File: src/rtl/gpu_block_dispatcher_if.sv
// rtl/gpu_block_dispatcher_if.sv - launch control and per-core start/done bundle for the block dispatcher
interface gpu_block_dispatcher_if #(
    parameter int NUM_CORES = 4,
    parameter int TC_BITS   = 8
);
    logic                         start;
    logic [TC_BITS-1:0]           thread_count;
    logic [NUM_CORES-1:0]         core_done;
    logic [NUM_CORES-1:0]         core_start;
    logic [NUM_CORES*TC_BITS-1:0] core_block_id;
    logic [NUM_CORES*TC_BITS-1:0] core_thread_count;
    logic                         busy;
    logic                         done;

    modport master (
        input  start, thread_count, core_done,
        output core_start, core_block_id, core_thread_count, busy, done
    );

    modport slave (
        output start, thread_count, core_done,
        input  core_start, core_block_id, core_thread_count, busy, done
    );
endinterface

File: src/rtl/gpu_block_dispatcher.sv
// rtl/gpu_block_dispatcher.sv - splits a launch into thread blocks and dispatches them to N cores
module gpu_block_dispatcher #(
    parameter int NUM_CORES         = 4,
    parameter int THREADS_PER_BLOCK = 4,
    parameter int TC_BITS           = 8
) (
    input  logic                   clk,
    input  logic                   reset,
    gpu_block_dispatcher_if.master bus
);
    localparam int CW       = TC_BITS + 1;
    localparam int TPB_LOG2 = $clog2(THREADS_PER_BLOCK);
    localparam logic [CW-1:0] TPB_W  = CW'(THREADS_PER_BLOCK);
    localparam logic [CW-1:0] TPB_M1 = CW'(THREADS_PER_BLOCK - 1);

    typedef enum logic [1:0] {S_IDLE, S_RUN, S_DONE} state_e;

    state_e                       state_q, state_d;
    logic [TC_BITS-1:0]           tc_q, tc_d;
    logic [CW-1:0]                total_blocks_q, total_blocks_d;
    logic [CW-1:0]                next_block_q, next_block_d;
    logic [CW-1:0]                blocks_done_q, blocks_done_d;
    logic [NUM_CORES-1:0]         core_busy_q, core_busy_d;
    logic [NUM_CORES-1:0]         core_start_q, core_start_d;
    logic [NUM_CORES*TC_BITS-1:0] block_id_q, block_id_d;
    logic [NUM_CORES*TC_BITS-1:0] thr_cnt_q, thr_cnt_d;
    logic                         busy_q, busy_d;
    logic                         done_q, done_d;

    logic [NUM_CORES-1:0] done_hits;
    logic [NUM_CORES-1:0] free_cores;
    logic [NUM_CORES-1:0] pick_oh;
    int                   pick_idx;
    logic [CW-1:0]        hit_cnt;
    logic [CW-1:0]        offset_w;
    logic [CW-1:0]        remaining_w;
    logic [CW-1:0]        blk_cnt_w;

    always_ff @(posedge clk or negedge reset) begin
        if (!reset) begin
            state_q        <= S_IDLE;
            tc_q           <= '0;
            total_blocks_q <= '0;
            next_block_q   <= '0;
            blocks_done_q  <= '0;
            core_busy_q    <= '0;
            core_start_q   <= '0;
            block_id_q     <= '0;
            thr_cnt_q      <= '0;
            busy_q         <= 1'b0;
            done_q         <= 1'b0;
        end else begin
            state_q        <= state_d;
            tc_q           <= tc_d;
            total_blocks_q <= total_blocks_d;
            next_block_q   <= next_block_d;
            blocks_done_q  <= blocks_done_d;
            core_busy_q    <= core_busy_d;
            core_start_q   <= core_start_d;
            block_id_q     <= block_id_d;
            thr_cnt_q      <= thr_cnt_d;
            busy_q         <= busy_d;
            done_q         <= done_d;
        end
    end

    // A core finishing this cycle is not eligible until the next one.
    always_comb begin
        done_hits  = bus.core_done & core_busy_q;
        free_cores = ~core_busy_q & ~bus.core_done;
        pick_oh    = free_cores & (~free_cores + NUM_CORES'(1));
        pick_idx   = 0;
        for (int i = NUM_CORES - 1; i >= 0; i--) begin
            if (free_cores[i]) pick_idx = i;
        end
        hit_cnt = '0;
        for (int i = 0; i < NUM_CORES; i++) begin
            hit_cnt = hit_cnt + CW'(done_hits[i]);
        end
        offset_w    = next_block_q << TPB_LOG2;
        remaining_w = {1'b0, tc_q} - offset_w;
        blk_cnt_w   = (remaining_w < TPB_W) ? remaining_w : TPB_W;
    end

    always_comb begin
        tc_d           = tc_q;
        total_blocks_d = total_blocks_q;
        next_block_d   = next_block_q;
        blocks_done_d  = blocks_done_q;
        core_busy_d    = core_busy_q;
        core_start_d   = '0;
        block_id_d     = block_id_q;
        thr_cnt_d      = thr_cnt_q;
        case (state_q)
            S_IDLE: begin
                if (bus.start) begin
                    tc_d           = bus.thread_count;
                    total_blocks_d = ({1'b0, bus.thread_count} + TPB_M1) >> TPB_LOG2;
                    next_block_d   = '0;
                    blocks_done_d  = '0;
                    core_busy_d    = '0;
                end
            end
            S_RUN: begin
                blocks_done_d = blocks_done_q + hit_cnt;
                core_busy_d   = core_busy_q & ~done_hits;
                if ((next_block_q < total_blocks_q) && (|free_cores)) begin
                    core_start_d = pick_oh;
                    core_busy_d  = core_busy_d | pick_oh;
                    block_id_d[pick_idx*TC_BITS +: TC_BITS] = next_block_q[TC_BITS-1:0];
                    thr_cnt_d[pick_idx*TC_BITS +: TC_BITS]  = blk_cnt_w[TC_BITS-1:0];
                    next_block_d = next_block_q + CW'(1);
                end
            end
            default: ;
        endcase
    end

    always_comb begin
        state_d = state_q;
        case (state_q)
            S_IDLE: if (bus.start) state_d = (bus.thread_count == '0) ? S_DONE : S_RUN;
            S_RUN:  if (blocks_done_d == total_blocks_q) state_d = S_DONE;
            S_DONE: if (!bus.start) state_d = S_IDLE;
            default: state_d = S_IDLE;
        endcase
    end

    always_comb begin
        busy_d = (state_q == S_RUN);
        done_d = (state_q == S_DONE);
    end

    assign bus.core_start        = core_start_q;
    assign bus.core_block_id     = block_id_q;
    assign bus.core_thread_count = thr_cnt_q;
    assign bus.busy              = busy_q;
    assign bus.done              = done_q;
endmodule

File: src/flat_wrapper.sv
// flat-port wrapper written by rule: the top's interface ports become plain ports
module gpu_block_dispatcher_flat 
#(
    parameter int NUM_CORES         = 4,
    parameter int THREADS_PER_BLOCK = 4,
    parameter int TC_BITS           = 8
)
  (clk, reset, bus_start, bus_thread_count, bus_core_done, bus_core_start, bus_core_block_id, bus_core_thread_count, bus_busy, bus_done);
  gpu_block_dispatcher_if #(.NUM_CORES(NUM_CORES), .TC_BITS(TC_BITS)) bus_i ();
  input  logic clk;
  input  logic reset;
  input wire logic [$bits(bus_i.start)-1:0] bus_start;
  input wire logic [$bits(bus_i.thread_count)-1:0] bus_thread_count;
  input wire logic [$bits(bus_i.core_done)-1:0] bus_core_done;
  output wire logic [$bits(bus_i.core_start)-1:0] bus_core_start;
  output wire logic [$bits(bus_i.core_block_id)-1:0] bus_core_block_id;
  output wire logic [$bits(bus_i.core_thread_count)-1:0] bus_core_thread_count;
  output wire logic [$bits(bus_i.busy)-1:0] bus_busy;
  output wire logic [$bits(bus_i.done)-1:0] bus_done;
  assign bus_i.start = bus_start;
  assign bus_i.thread_count = bus_thread_count;
  assign bus_i.core_done = bus_core_done;
  assign bus_core_start = bus_i.core_start;
  assign bus_core_block_id = bus_i.core_block_id;
  assign bus_core_thread_count = bus_i.core_thread_count;
  assign bus_busy = bus_i.busy;
  assign bus_done = bus_i.done;
  gpu_block_dispatcher #(.NUM_CORES(NUM_CORES), .THREADS_PER_BLOCK(THREADS_PER_BLOCK), .TC_BITS(TC_BITS)) u_core (.clk(clk), .reset(reset), .bus(bus_i));
endmodule
File: config.mk
export PLATFORM = sky130hd
export DESIGN_NAME = gpu_block_dispatcher_flat
export DESIGN_NICKNAME = d
export VERILOG_FILES = /design/src/rtl/gpu_block_dispatcher_if.sv /design/src/rtl/gpu_block_dispatcher.sv /design/src/flat_wrapper.sv
export SDC_FILE = /design/constraint.sdc
export NUM_CORES = 1
export LEC_CHECK = 0
export BUFFER_PORTS_ARGS = -buffer_cell sky130_fd_sc_hd__clkbuf_2
export CAP_MARGIN = 20
export CELL_PAD_IN_SITES_DETAIL_PLACEMENT = 1
export CELL_PAD_IN_SITES_GLOBAL_PLACEMENT = 1
export CORE_ASPECT_RATIO = 0.8
export CORE_MARGIN = 2
export CORE_UTILIZATION = 35
export CTS_BUF_LIST = sky130_fd_sc_hd__clkbuf_4 sky130_fd_sc_hd__clkbuf_8
export CTS_CLUSTER_SIZE = 8
export DETAILED_ROUTE_END_ITERATION = 12
export HOLD_SLACK_MARGIN = 0.02
export PLACE_DENSITY = 0.73
export SLEW_MARGIN = 20
export SYNTH_ARGS = -nofsm -noshare
export SYNTH_HDL_FRONTEND = slang
export SYNTH_SLANG_ARGS = --single-unit
File: constraint.sdc
create_clock -name clk -period 3.8 [get_ports clk]
set_input_delay 0 -clock clk [delete_from_list [all_inputs] [get_ports clk]]
set_output_delay 0 -clock clk [all_outputs]
set_load 0.005 [all_outputs]
==> reports/summary.md, run 1 <==
The run finished with clean final reports. Dividing the synthesized area by the synthesized cell count gives 9.80 sq um. The share of async-settable or async-resettable flops after synthesis came out at 1.00.

The detailed router placed 4238 vias in this run. The tools report the setup slack at placement as 0.125 ns. The detailed-routing iteration count for the pre-antenna-repair pass was 4; the count of final setup violators was 0. The count of buffers added on input and output ports is 84. Yosys mapped a number of flops with a built-in enable equal to 0. The transition time of the tightest slew-check pin was 1.04 ns; the peak supply drop was 259 uV. For the arrival time of the worst setup path, the log shows 3.90 ns.

The critical path startpoint category was a flop. Entering global routing, the biggest net connects 77 pins. Of all cell types, the one taking the most synthesized area is sky130_fd_sc_hd__dfrtp_1. For this design the ratio of total power to cell area is 666 mW/mm^2. In this run the worst path has a maximum fanout of 5. Clock tree synthesis found a total of 109 sinks. The logs give 155 for the starting DRC count in detailed routing and 0 for the total number of yosys warnings. After detailed routing, the number of vias per cell comes to 5.18. The layout cell share with drive strength beyond 1 is 0.189. TritonCTS built the clock tree.

The clock latency on the worst-skew pair was 0.41 ns; the sequential share of the synthesized area was 0.523. Once detail routing completed, the nets flagged for antenna violations numbered 0. Final weighted congestion in routability-driven placement: 0.851.

The routed wire length on met3 was 579 um; the detailed-routing wirelength on met1 was 6580 um. Max-cap violations in this run came to 0. The area share of the leading cell type in the synthesized netlist came out at 0.523. For the area of the mapped netlist, the log shows 0.00521 sq mm.

Data on the critical path is required at its endpoint by 4.11 ns. The wire length of the first global-routing pass is 23000 um. The number of antenna diodes in the final layout is 0. Clock tree synthesis selected as its root buffer the cell sky130_fd_sc_hd__clkbuf_8. The final setup slack of the worst path is 0.204 ns. The final critical delay including setup and external delays is 3.60 ns, and the clock transition time at the flip-flop clock pins of the worst setup and hold paths is 0.12 ns.

The number of placed instances, taps included, is 786. The combined global-route utilization of all metal layers came out at 0.184. In the final routed layout, each cell accounts on average for 17.2 um. For the count of H-tree levels built during CTS, the log shows 3. The run gives 58 as the distinct cell type count of the synthesized netlist. The tools report the die outline area as 0.0159 sq mm. In the final design database the tool counted 670 nets. The tools report the number of global-route vias before repair as 4419. The capturing element type of the critical path was a flop. The max-slew violation count was 0. The largest buffer count on any clock path came out at 2. In this run, CTS created clock tree buffers numbering 9. The initialized floorplan defines 39 standard-cell rows.

The overall power after layout was 0.00414 W. Fill cells in the final layout number 1663. The post-route cell area came out at 0.00621 sq mm. After detailed routing, the number of remaining DRC violations is 0. The logs give 532 for the post-synthesis cell count and 0.00585 sq mm for the standard cell area after detailed placement. The startpoint of the worst register-to-register path was u_core.core_busy_q[0]. The worst hold path class was in2async. The sequential cells in the finished layout cover a total of 0.00273 sq mm. The run gives 818 as the post-route non-filler standard cell count.

The worst setup path is of the reg2reg kind. Hold timing on the final database bottoms out at a slack of 0.279 ns. Signal routing reaches up to met4. The final number of hold-violating endpoints came out at 0. Timing would allow up to 278 MHz. The tools report the HPWL after detailed placement as 10200 um.

The number of storage elements in the synthesis netlist was 109. Floorplan core area: 0.0144 sq mm. Measured along the x axis, the die boundary spans 140 um. The analysis attributes to cell leakage a power of 2.98 nW. The most critical setup path has its startpoint at u_core.core_busy_q[0]. Global routing finished with a remaining overflow of 0. Yosys attributes the largest share of cell area to sky130_fd_sc_hd__dfrtp_1 52%, sky130_fd_sc_hd__nand2_1 8.5%, sky130_fd_sc_hd__ha_1 5.5%, sky130_fd_sc_hd__o21ai_0 4.7%, sky130_fd_sc_hd__and2_1 3.5%. Summed over all nets, wire length on met2 after detailed routing comes to 6720 um. The post-synth net total came out at 573. The tools report the final wirelength as 14100 um. Most frequently used flop master after synthesis: sky130_fd_sc_hd__dfrtp_1. Area overhead of the layout relative to synthesis: 19.2%. During I/O placement, the number of pins put on the boundary was 85. The tools report the number of antenna violations at the first check in global routing as 0. Vertical die dimension: 113 um. The tools report the max-slew headroom at the worst pin as 0.309. The initial core utilization is 0.362, and the post-route clock period utilization is 0.946. The logs give 0.0150 ns for the setup skew after layout and 0.00232 sq mm for the area of the multi-input gates.
layout by cell type (no fill, tap or decap), types with 5 or more instances in the layout:
master,n
sky130_fd_sc_hd__nand2_1,118
sky130_fd_sc_hd__dfrtp_1,109
sky130_fd_sc_hd__clkbuf_2,83
sky130_fd_sc_hd__o21ai_0,49
sky130_fd_sc_hd__and2_1,29
sky130_fd_sc_hd__inv_1,27
sky130_fd_sc_hd__ha_1,23
sky130_fd_sc_hd__nor2_1,16
sky130_fd_sc_hd__dlygate4sd3_1,14
sky130_fd_sc_hd__a21oi_1,11
sky130_fd_sc_hd__nor3_1,11
sky130_fd_sc_hd__o31ai_1,11
sky130_fd_sc_hd__buf_4,11
sky130_fd_sc_hd__clkbuf_8,10
sky130_fd_sc_hd__xnor2_1,8
sky130_fd_sc_hd__nand3_1,7
sky130_fd_sc_hd__nor2b_1,6
sky130_fd_sc_hd__xor2_1,6
sky130_fd_sc_hd__a22o_1,5
sky130_fd_sc_hd__or4_1,5
cells by family (layout without fill, tap and decap cells):
kind of cell,count (synthesis),in the layout,synth area share
AO/OA/AOI/OAI,114,114,0.143
XOR/XNOR,14,14,0.0235
adder cells (fa/ha/maj),26,26,0.0667
buffers and inverters,49,151,0.0358
flip-flops,109,109,0.523
multiplexers,4,4,0.00792
AND/OR/NAND/NOR,216,216,0.200
metal layers:
metal / GRT usage / vias up
met5: 0 / -
met3: 0.0449 / 16
met2: 0.302 / 81
met4: 0.0492 / 0
li1: - / 2012
met1: 0.247 / 2129
final cells by class:
class                      instances  share of cell area
inverter                          27              0.0163
clock buffer                      10              0.0222
clock inverter                     6             0.00967
tap                              184              0.0371
sequential                       109               0.439
multi-input combinational        374               0.373
timing repair buffer             108               0.103
critical path: stages, from the launching register on:
cell                        delay (ns)
sky130_fd_sc_hd__dfrtp_1          0.43
sky130_fd_sc_hd__and2_1           0.16
sky130_fd_sc_hd__ha_1             0.28
sky130_fd_sc_hd__inv_1            0.07
sky130_fd_sc_hd__fa_1             0.41
sky130_fd_sc_hd__inv_1            0.07
sky130_fd_sc_hd__ha_1             0.18
sky130_fd_sc_hd__inv_1            0.06
sky130_fd_sc_hd__fa_1             0.39
sky130_fd_sc_hd__nand2b_4         0.18
sky130_fd_sc_hd__a2111o_1         0.41
sky130_fd_sc_hd__o211ai_1         0.14
sky130_fd_sc_hd__and4b_1          0.25
sky130_fd_sc_hd__o2111ai_2        0.15
sky130_fd_sc_hd__o31a_1           0.31
worst paths after layout:
| check | end | slack (ns) | depth (start not counted) |
|---|---|---|---|
| max | u_core.state_q[0] | 0.20 | 14 |
| min | u_core.bus.core_thread_count[4] | 0.28 | 2 |
| max reg2reg | u_core.state_q[0] | 0.20 | 14 |
| min reg2reg | u_core.bus.core_block_id[0] | 0.49 | 2 |
| max in group asynchronous | u_core.tc_q[6] | 2.48 | 3 |
| min in group clk | u_core.bus.core_start[0] | 0.37 | 3 |
timing repair:
action / CTS / global route
endpoints found under the hold margin: 99 / 0
hold buffers: 14 / 0
resized for setup: 0 / 3
setup endpoints to repair: 0 / 2
setup buffers: 0 / 2
report_power, final:
group	internal [W]	total [W]	switching, W
Clock	0.000273	0.000730	0.000458
Combinational	0.000674	0.00180	0.00112
Sequential	0.00137	0.00161	0.000238
through the flow:
stage           util  TNS (ns)
2_1_floorplan      -         0
5_1_grt        0.432  -0.00124
4_1_cts        0.430         0
6_report       0.432         0
3_5_place_dp   0.406         0
3_3_place_gp   0.406         0
synthesized netlist by cell type (2+ instances only):
cell,instances
sky130_fd_sc_hd__nand2_1,118
sky130_fd_sc_hd__dfrtp_1,109
sky130_fd_sc_hd__o21ai_0,49
sky130_fd_sc_hd__and2_1,29
sky130_fd_sc_hd__inv_1,27
sky130_fd_sc_hd__ha_1,23
sky130_fd_sc_hd__clkbuf_1,19
sky130_fd_sc_hd__nor2_1,16
sky130_fd_sc_hd__a21oi_1,11
sky130_fd_sc_hd__nor3_1,11
sky130_fd_sc_hd__o31ai_1,11
sky130_fd_sc_hd__xnor2_1,8
sky130_fd_sc_hd__nand3_1,7
sky130_fd_sc_hd__nor2b_1,6
sky130_fd_sc_hd__xor2_1,6
sky130_fd_sc_hd__a22o_1,5
sky130_fd_sc_hd__nand2b_1,5
sky130_fd_sc_hd__o2111ai_1,5
sky130_fd_sc_hd__or4_1,5
sky130_fd_sc_hd__a21o_1,4
sky130_fd_sc_hd__o211ai_1,4
sky130_fd_sc_hd__fa_1,3
sky130_fd_sc_hd__mux2i_1,3
sky130_fd_sc_hd__nand4_1,3
sky130_fd_sc_hd__nor4_1,3
sky130_fd_sc_hd__o21a_1,3
sky130_fd_sc_hd__or3_1,3
sky130_fd_sc_hd__a211oi_1,2
sky130_fd_sc_hd__buf_2,2
sky130_fd_sc_hd__o21bai_1,2
sky130_fd_sc_hd__o22ai_1,2
sky130_fd_sc_hd__o32ai_1,2
flip-flops by register name, indices dropped and copies added (netlist names):
name	cells
u_core.tc_q	8
u_core.total_blocks_q	7
u_core.bus.done	1
u_core.state_q	2
u_core.bus.core_thread_count	32
u_core.bus.core_start	4
u_core.blocks_done_q	9
u_core.bus.busy	1
u_core.core_busy_q	4
u_core.next_block_q	9
u_core.bus.core_block_id	32
(Power assumes the default switching activity.)
==> run 2: changes to the inputs <==
Settings changed: PLACE_DENSITY 0.73 to 0.66.
==> run 2 against run 1 <==
Compared with the run above: combinational power is essentially flat; maximum frequency shrank 0.80%; clock power shrank 2%; critical path type unchanged; largest cell class unchanged.
==> reports/summary.md, run 2 (synthesized netlist as in run 1, its figures left out) <==
The power density relative to cell area is 661 mW/mm^2 (-0.74%). The arrival time of the worst setup path was 3.91 ns (about the same); the post-route clock period utilization was 0.954 (+0.00767). The logs give 4 (unchanged) for the detailed-routing iteration count for the pre-antenna-repair pass and 0.159 ns (-0.120 ns) for the hold slack. The final weighted congestion in routability-driven placement came out at 0.827 (-2.9%). The tools report the number of violations of the max-capacitance limit as 0 (unchanged).

The wire length of the first global-routing pass came out at 23400 um (+1.7%). The critical path goes through and2_1 > ha_1 > inv_1 > fa_1 > inv_1 > ha_1 > inv_1 > fa_1 > nand2b_4 > a2111o_1 > o211ai_1 > and4b_1 > o2111ai_1 > o31a_1. The number of clock buffers inserted by TritonCTS is 9 (unchanged), and the number of antenna violations at the first check in global routing is 0 (unchanged).

Counting stages on the worst path, the most repeated cell is sky130_fd_sc_hd__inv_1. The logs give 0 (unchanged) for the max-slew violation count and 0.437 (+0.003) for the combinational fraction of design power. The detailed-route vias per instance is 5.13 (-1.0%).

The area overhead of the layout relative to synthesis was 19.3% (about the same); the floorplan core area was 0.0144 sq mm (unchanged). The peak supply drop was 244 uV (-5.8%); the routed length per placed instance was 17.2 um (+0.28%). The register share of total power is 0.390 (about the same). The tools report the number of primary I/O pins as 85 (unchanged). The slowest stage of the critical path belongs to the cell sky130_fd_sc_hd__dfrtp_1. The run gives 671 (+0.15%) as the final net count. The endpoint identified for the worst register-to-register timing path is u_core.state_q[0]. The logs give 0.00179 W (-1.7%) for the power dissipated by switching net loads and 0.0159 sq mm (unchanged) for the die outline area. TritonCTS built the clock tree.

The number of port buffers is 84 (unchanged). The minimum setup slack among reg-to-reg paths is 0.17 ns (-0.03 ns), and the max-slew headroom at the worst pin is 0.306 (-0.00294). The transition time of the tightest slew-check pin is 1.04 ns (+0.00441 ns). The flow ran to the end, and the final reports show no timing, DRC or antenna violations.

The total number of placement rows is 39 (unchanged), and the largest incremental delay on the critical path is 0.43 ns (about the same). The final wirelength was 14100 um (+0.40%). Layout cell share with drive strength beyond 1: 0.192 (+0.00285). The overall power after layout came out at 0.00411 W (-0.66%). The switching share of power came out at 0.435 (-0.00441).

In the layout the commonest cells are 118 x sky130_fd_sc_hd__nand2_1, 109 x sky130_fd_sc_hd__dfrtp_1, 83 x sky130_fd_sc_hd__clkbuf_2. The vertical die dimension came out at 113 um (unchanged). Count of final setup violators: 0 (unchanged). The antenna diode instance count was 0 (unchanged); the worst endpoint required time was 4.09 ns (-0.02 ns). The starting DRC count in detailed routing is 231 (+49%), and the cell-internal power is 0.00232 W (+0.12%). Root cell of the clock tree: sky130_fd_sc_hd__clkbuf_8. The setup path with the least slack is of type reg2reg. The residual antenna-violating net count after detailed routing was 0 (unchanged); the leakage power summed over all cells was 2.98 nW (about the same).

The DRC violation count after routing was 0 (unchanged); the initial core utilization was 0.362 (unchanged). The combined global-route utilization of all metal layers was 0.188 (+0.00372). The run gives 0.00995 ns (-0.00508 ns) as the setup skew after layout. The worst reg2reg path depth is 14 (unchanged).

Worst hold path class: in2async. The tools report the number of global-route vias before repair as 4462 (+0.97%). Top achievable clock speed: 276 MHz (-0.80%).

The final critical delay including setup and external delays is 3.63 ns (+0.0291 ns), and the overall overflow remaining after global route is 0 (unchanged). The startpoint of the worst register-to-register path was u_core.core_busy_q[0]. For the HPWL after detailed placement, the log shows 10100 um (-1.1%). The tools report the clock net sink count as 109 (unchanged). The tools report the maximum number of pins on one net before global-route repair as 45 (-42%). The tools report the capturing element type of the critical path as a flop.

The run gives 0.40 ns (about the same) as the clock latency on the worst-skew pair. STA classifies the critical path startpoint as a flop. The largest buffer count on any clock path is 2 (unchanged), and the clock transition time at the flip-flop clock pins of the worst setup and hold paths is 0.11 ns (about the same). For the via total after detailed routing, the log shows 4200 (-0.90%). The final number of hold-violating endpoints is 0 (unchanged), and the count of H-tree levels built during CTS is 3 (unchanged). Leaving out fill and tap cells, the most frequent cell in the layout is sky130_fd_sc_hd__nand2_1.

Top fanout value on the critical path: 5 (unchanged). The part of the power in the clock network was 0.173 (-0.003); the die outline width was 140 um (unchanged).
run 2: cell count changes in the layout (fill, tap and decap cells not counted), sizes merged:
cell | before | now
clkbuf | 93 | 94
buf | 11 | 12
inv | 31 | 30
run 2: final cells by class:
type / instances / area (sq um)
clock buffer: 11 / 151
clock inverter: 5 / 40.0
fill: 1653 / 8180
inverter: 27 / 101
multi-input combinational: 374 / 2320
sequential: 109 / 2730
tap: 184 / 230
timing repair buffer: 109 / 646
run 2: metrics by stage:
step | cell area (sq um) | instances | util | TNS [ns] | worst slack, ns
floorplan | 5210 | 532 | - | 0 | 0.438
CTS | 6190 | 817 | 0.430 | 0 | 0.100
finish | 6220 | 819 | 0.432 | 0 | 0.175
global route | 6220 | 819 | 0.432 | -0.00412 | -0.00412
global placement | 5860 | 787 | 0.407 | 0 | 0.270
detailed placement | 5860 | 787 | 0.407 | 0 | 0.128
run 2: per-layer routing:
| layer | vias to the layer above | global-route usage | part of all wire |
|---|---|---|---|
| li1 | 2009 | - | - |
| met1 | 2094 | 0.257 | 0.47 |
| met2 | 81 | 0.301 | 0.47 |
| met3 | 16 | 0.0470 | 0.048 |
| met4 | 0 | 0.0498 | 0.010 |
| met5 | - | 0 | 0 |
run 2: power by group through the flow:
stage,Combinational [W],Clock (W),Sequential (W)
4_1_cts,0.00179,0.000738,0.00161
3_5_place_dp,0.00177,0,0.00163
5_1_grt,0.00203,0.000789,0.00164
3_3_place_gp,0.00168,0,0.00162
2_1_floorplan,0.00126,0,0.00153
6_report,0.00180,0.000712,0.00160
run 2: worst max path at each step:
stage	from	to
2_1_floorplan	u_core.core_busy_q[0]	u_core.state_q[0]
3_3_place_gp	u_core.core_busy_q[0]	u_core.state_q[0]
3_5_place_dp	u_core.core_busy_q[0]	u_core.state_q[0]
4_1_cts	u_core.core_busy_q[0]	u_core.state_q[0]
5_1_grt	u_core.core_busy_q[0]	u_core.state_q[0]
6_report	u_core.core_busy_q[0]	u_core.state_q[0]
run 2: timing repair:
action                                  CTS  global route
hold buffers                             14             0
buffers inserted                          0             2
endpoints found under the setup margin    0             2
gates resized for setup                   0             3
endpoints found under the hold margin    66             0
run 2: worst max-delay path: cells and delay by family, from the launching register on:
kind                       cells  cell delay [ns]
adders and majority gates      4             1.28
AOI/OAI and AO/OA              4             1.01
and+or+nand+nor                3             0.58
DFF                            1             0.43
buffers and inverters          3             0.22
==> run 3: changes to the inputs <==
Settings changed: CORE_ASPECT_RATIO 0.8 to default.
==> run 3 against run 2 <==
Compared with the run above: final area down 0.30%; sequential cell count unchanged; highest routed layer unchanged; sequential share of layout area up 0.13 points; count of clock-buffer cells in the layout down 1; largest cell class unchanged; combinational power down 4%; clock skew down 0.00058 ns.
==> reports/summary.md, run 3 (synthesized netlist as in run 1, its figures left out) <==
Counting stages on the worst path, the most repeated cell is sky130_fd_sc_hd__inv_1. The tools report the total number of placement rows as 44 (+13%). The tools report the start point of the worst min-delay path as bus_core_done[3]. The number of global-route vias before repair is 4389 (-1.6%). The post-route cell area is 0.00620 sq mm (-0.30%), and the max-slew headroom at the worst pin is 0.273 (-0.0332).

The combined global-route utilization of all metal layers is 0.182 (-0.00649). The leakage power summed over all cells was 2.97 nW (-0.40%). The starting DRC count in detailed routing is 192 (-17%), and the maximum number of pins on one net before global-route repair is 40 (-11%). STA classifies the critical path endpoint as a flop.

Worst endpoint required time: 4.07 ns (-0.02 ns). The final critical delay including setup and external delays was 3.57 ns (-0.0540 ns); the detailed-route vias per instance was 5.14 (+0.23%). The clock transition time at the flip-flop clock pins of the worst setup and hold paths was 0.10 ns (about the same); the setup skew after layout was 0.00937 ns (-0.000580 ns).

In this design, the largest share of critical-path delay is due to adder cells. Overall overflow remaining after global route: 0 (unchanged). Along the worst hold path, the cell count comes to 4. The tools report the standard cell area after detailed placement as 0.00584 sq mm (-0.26%). The power density relative to cell area came out at 661 mW/mm^2 (about the same). The run gives 785 (-0.25%) as the placed instance count.

The run gives 0 (unchanged) as the residual antenna-violating net count after detailed routing. The top cell types in the final layout, fill and taps aside, are 118 x sky130_fd_sc_hd__nand2_1, 109 x sky130_fd_sc_hd__dfrtp_1, 83 x sky130_fd_sc_hd__clkbuf_2. The number of clock buffers inserted by TritonCTS was 9 (unchanged); the wire length of the first global-routing pass was 23100 um (-1.5%).

The DRC violation count after routing is 0 (unchanged). The tree is rooted in a sky130_fd_sc_hd__clkbuf_8. Compared with the post-synthesis result, the final layout area differs by 18.9%. The logs give 0 (unchanged) for the count of final setup violators and 0.851 (+2.9%) for the final weighted congestion in routability-driven placement. The flow ran to the end, and the final reports show no timing, DRC or antenna violations. The endpoint identified for the worst register-to-register timing path is u_core.state_q[0].

The die outline width works out to 126 um (-10%). For the clock net sink count, the log shows 109 (unchanged). Setup repair after global routing left no endpoint under its margin. Peak supply drop: 241 uV (-0.92%). The logs give 0.359 (-0.00346) for the initial core utilization and 0.0159 sq mm (about the same) for the die outline area. The top fanout value on the critical path works out to 5 (unchanged). The detailed-routing iteration count for the pre-antenna-repair pass was 4 (unchanged); the max-slew violation count was 0 (unchanged). The run gives 13800 um (-2.2%) as the final wirelength. The leading cell type in the layout, fill and taps excluded is sky130_fd_sc_hd__nand2_1.

The transition time of the tightest slew-check pin came out at 1.09 ns (+0.0475 ns). The largest incremental delay on the critical path works out to 0.43 ns (about the same). The top achievable clock speed came out at 280 MHz (+1.5%). The final net count came out at 667 (-0.60%). The post-route non-filler standard cell count was 815 (-0.49%). The vertical die dimension works out to 126 um (+11%). The worst setup path is launched from a flop. The category of the most critical setup path is reg2reg.

The via total after detailed routing is 4189 (-0.26%). The total buffers and inverters traversed by the critical path is 3 (unchanged). The number of port buffers was 84 (unchanged). The overall power after layout was 0.00410 W (-0.30%); the post-route clock period utilization was 0.940 (-0.0142). For the HPWL after detailed placement, the log shows 9890 um (-1.9%). The layout cell share with drive strength beyond 1 came out at 0.190 (-0.00195).

The routed length per placed instance is 16.9 um (-1.8%), and the setup TNS is 0 ns (unchanged). In this run the critical register-to-register path is launched from u_core.core_busy_q[0]. The minimum setup slack among reg-to-reg paths was 0.23 ns (+0.05 ns). The antenna diode instance count is 0 (unchanged), and the clock latency on the worst-skew pair is 0.38 ns (-0.02 ns). The logs give 3 (unchanged) for the count of H-tree levels built during CTS and 0.0633 ns (-0.0958 ns) for the hold slack. Library cell contributing the largest single delay on the critical path: sky130_fd_sc_hd__dfrtp_1. TritonCTS built the clock tree. The number of violations of the max-capacitance limit was 0 (unchanged). The arrival time of the worst setup path is 3.84 ns (-0.07 ns). The run gives 85 (unchanged) as the number of primary I/O pins. Traced cell by cell, the critical path runs through and2_1 > ha_1 > inv_1 > fa_1 > inv_1 > ha_1 > inv_1 > fa_1 > nand2b_4 > a2111o_1 > o211ai_1 > and4b_1 > o2111ai_2 > o31a_1. The worst hold path terminates at u_core.core_busy_q[3]. The run gives 0.0145 sq mm (+0.96%) as the floorplan core area. The min-delay analysis places its worst path in the category in2reg.

The run gives 0 (unchanged) as the number of antenna violations at the first check in global routing. The largest buffer count on any clock path is 2 (unchanged). The final number of hold-violating endpoints is 0 (unchanged), and the worst reg2reg path depth is 14 (unchanged).
run 3: cell type report:
class                           instances  area (sq um)
Fill cell                            1682          8340
Sequential cell                       109          2730
Clock buffer                           10           131
Inverter                               27           101
Timing Repair Buffer                  105           613
Clock inverter                          6          71.3
Multi-Input combinational cell        374          2320
Tap cell                              184           230
run 3: per-stage QoR:
step,worst slack [ns],util
2_1_floorplan,0.438,-
3_3_place_gp,0.281,0.402
3_5_place_dp,0.153,0.402
4_1_cts,0.141,0.425
5_1_grt,0.00539,0.426
6_report,0.229,0.426
run 3: worst max-delay path by stage:
stage,endpoint,cells after the start,slack [ns],start
finish,u_core.state_q[0],14,0.23,u_core.core_busy_q[0]
global route,u_core.state_q[0],14,0.005,u_core.core_busy_q[0]
CTS,u_core.state_q[0],14,0.14,u_core.core_busy_q[0]
global placement,u_core.state_q[0],14,0.28,u_core.core_busy_q[0]
floorplan,u_core.state_q[0],14,0.44,u_core.core_busy_q[0]
detailed placement,u_core.state_q[0],14,0.15,u_core.core_busy_q[0]
run 3: per-layer routing:
layer,GRT usage,share of wire,up-vias
li1,-,-,2002
met5,0,0,-
met4,0.0349,0.0086,0
met2,0.301,0.49,67
met3,0.0455,0.039,8
met1,0.244,0.46,2112
run 3: timing repair:
item,in CTS,in global routing
hold buffers,13,0
resized for setup,0,3
setup buffers,0,1
hold endpoints to repair,59,0
setup endpoints to repair,0,2
run 3: worst register-to-register path, delay by kind of cell, from the launching register on:
| family | cells | cell delay (ns) |
|---|---|---|
| AND/OR/NAND/NOR | 3 | 0.59 |
| AO/OA/AOI/OAI | 4 | 1.00 |
| flip-flops | 1 | 0.43 |
| buffers and inverters | 3 | 0.21 |
| adder cells (fa/ha/maj) | 4 | 1.25 |
run 3: where the power goes:
| part | switching [W] | total, W | internal, W |
|---|---|---|---|
| combinational | 0.00108 | 0.00173 | 0.000656 |
| clock | 0.000418 | 0.000738 | 0.000320 |
| sequential | 0.000254 | 0.00163 | 0.00137 |
| total | 0.00175 | 0.00410 | 0.00235 |
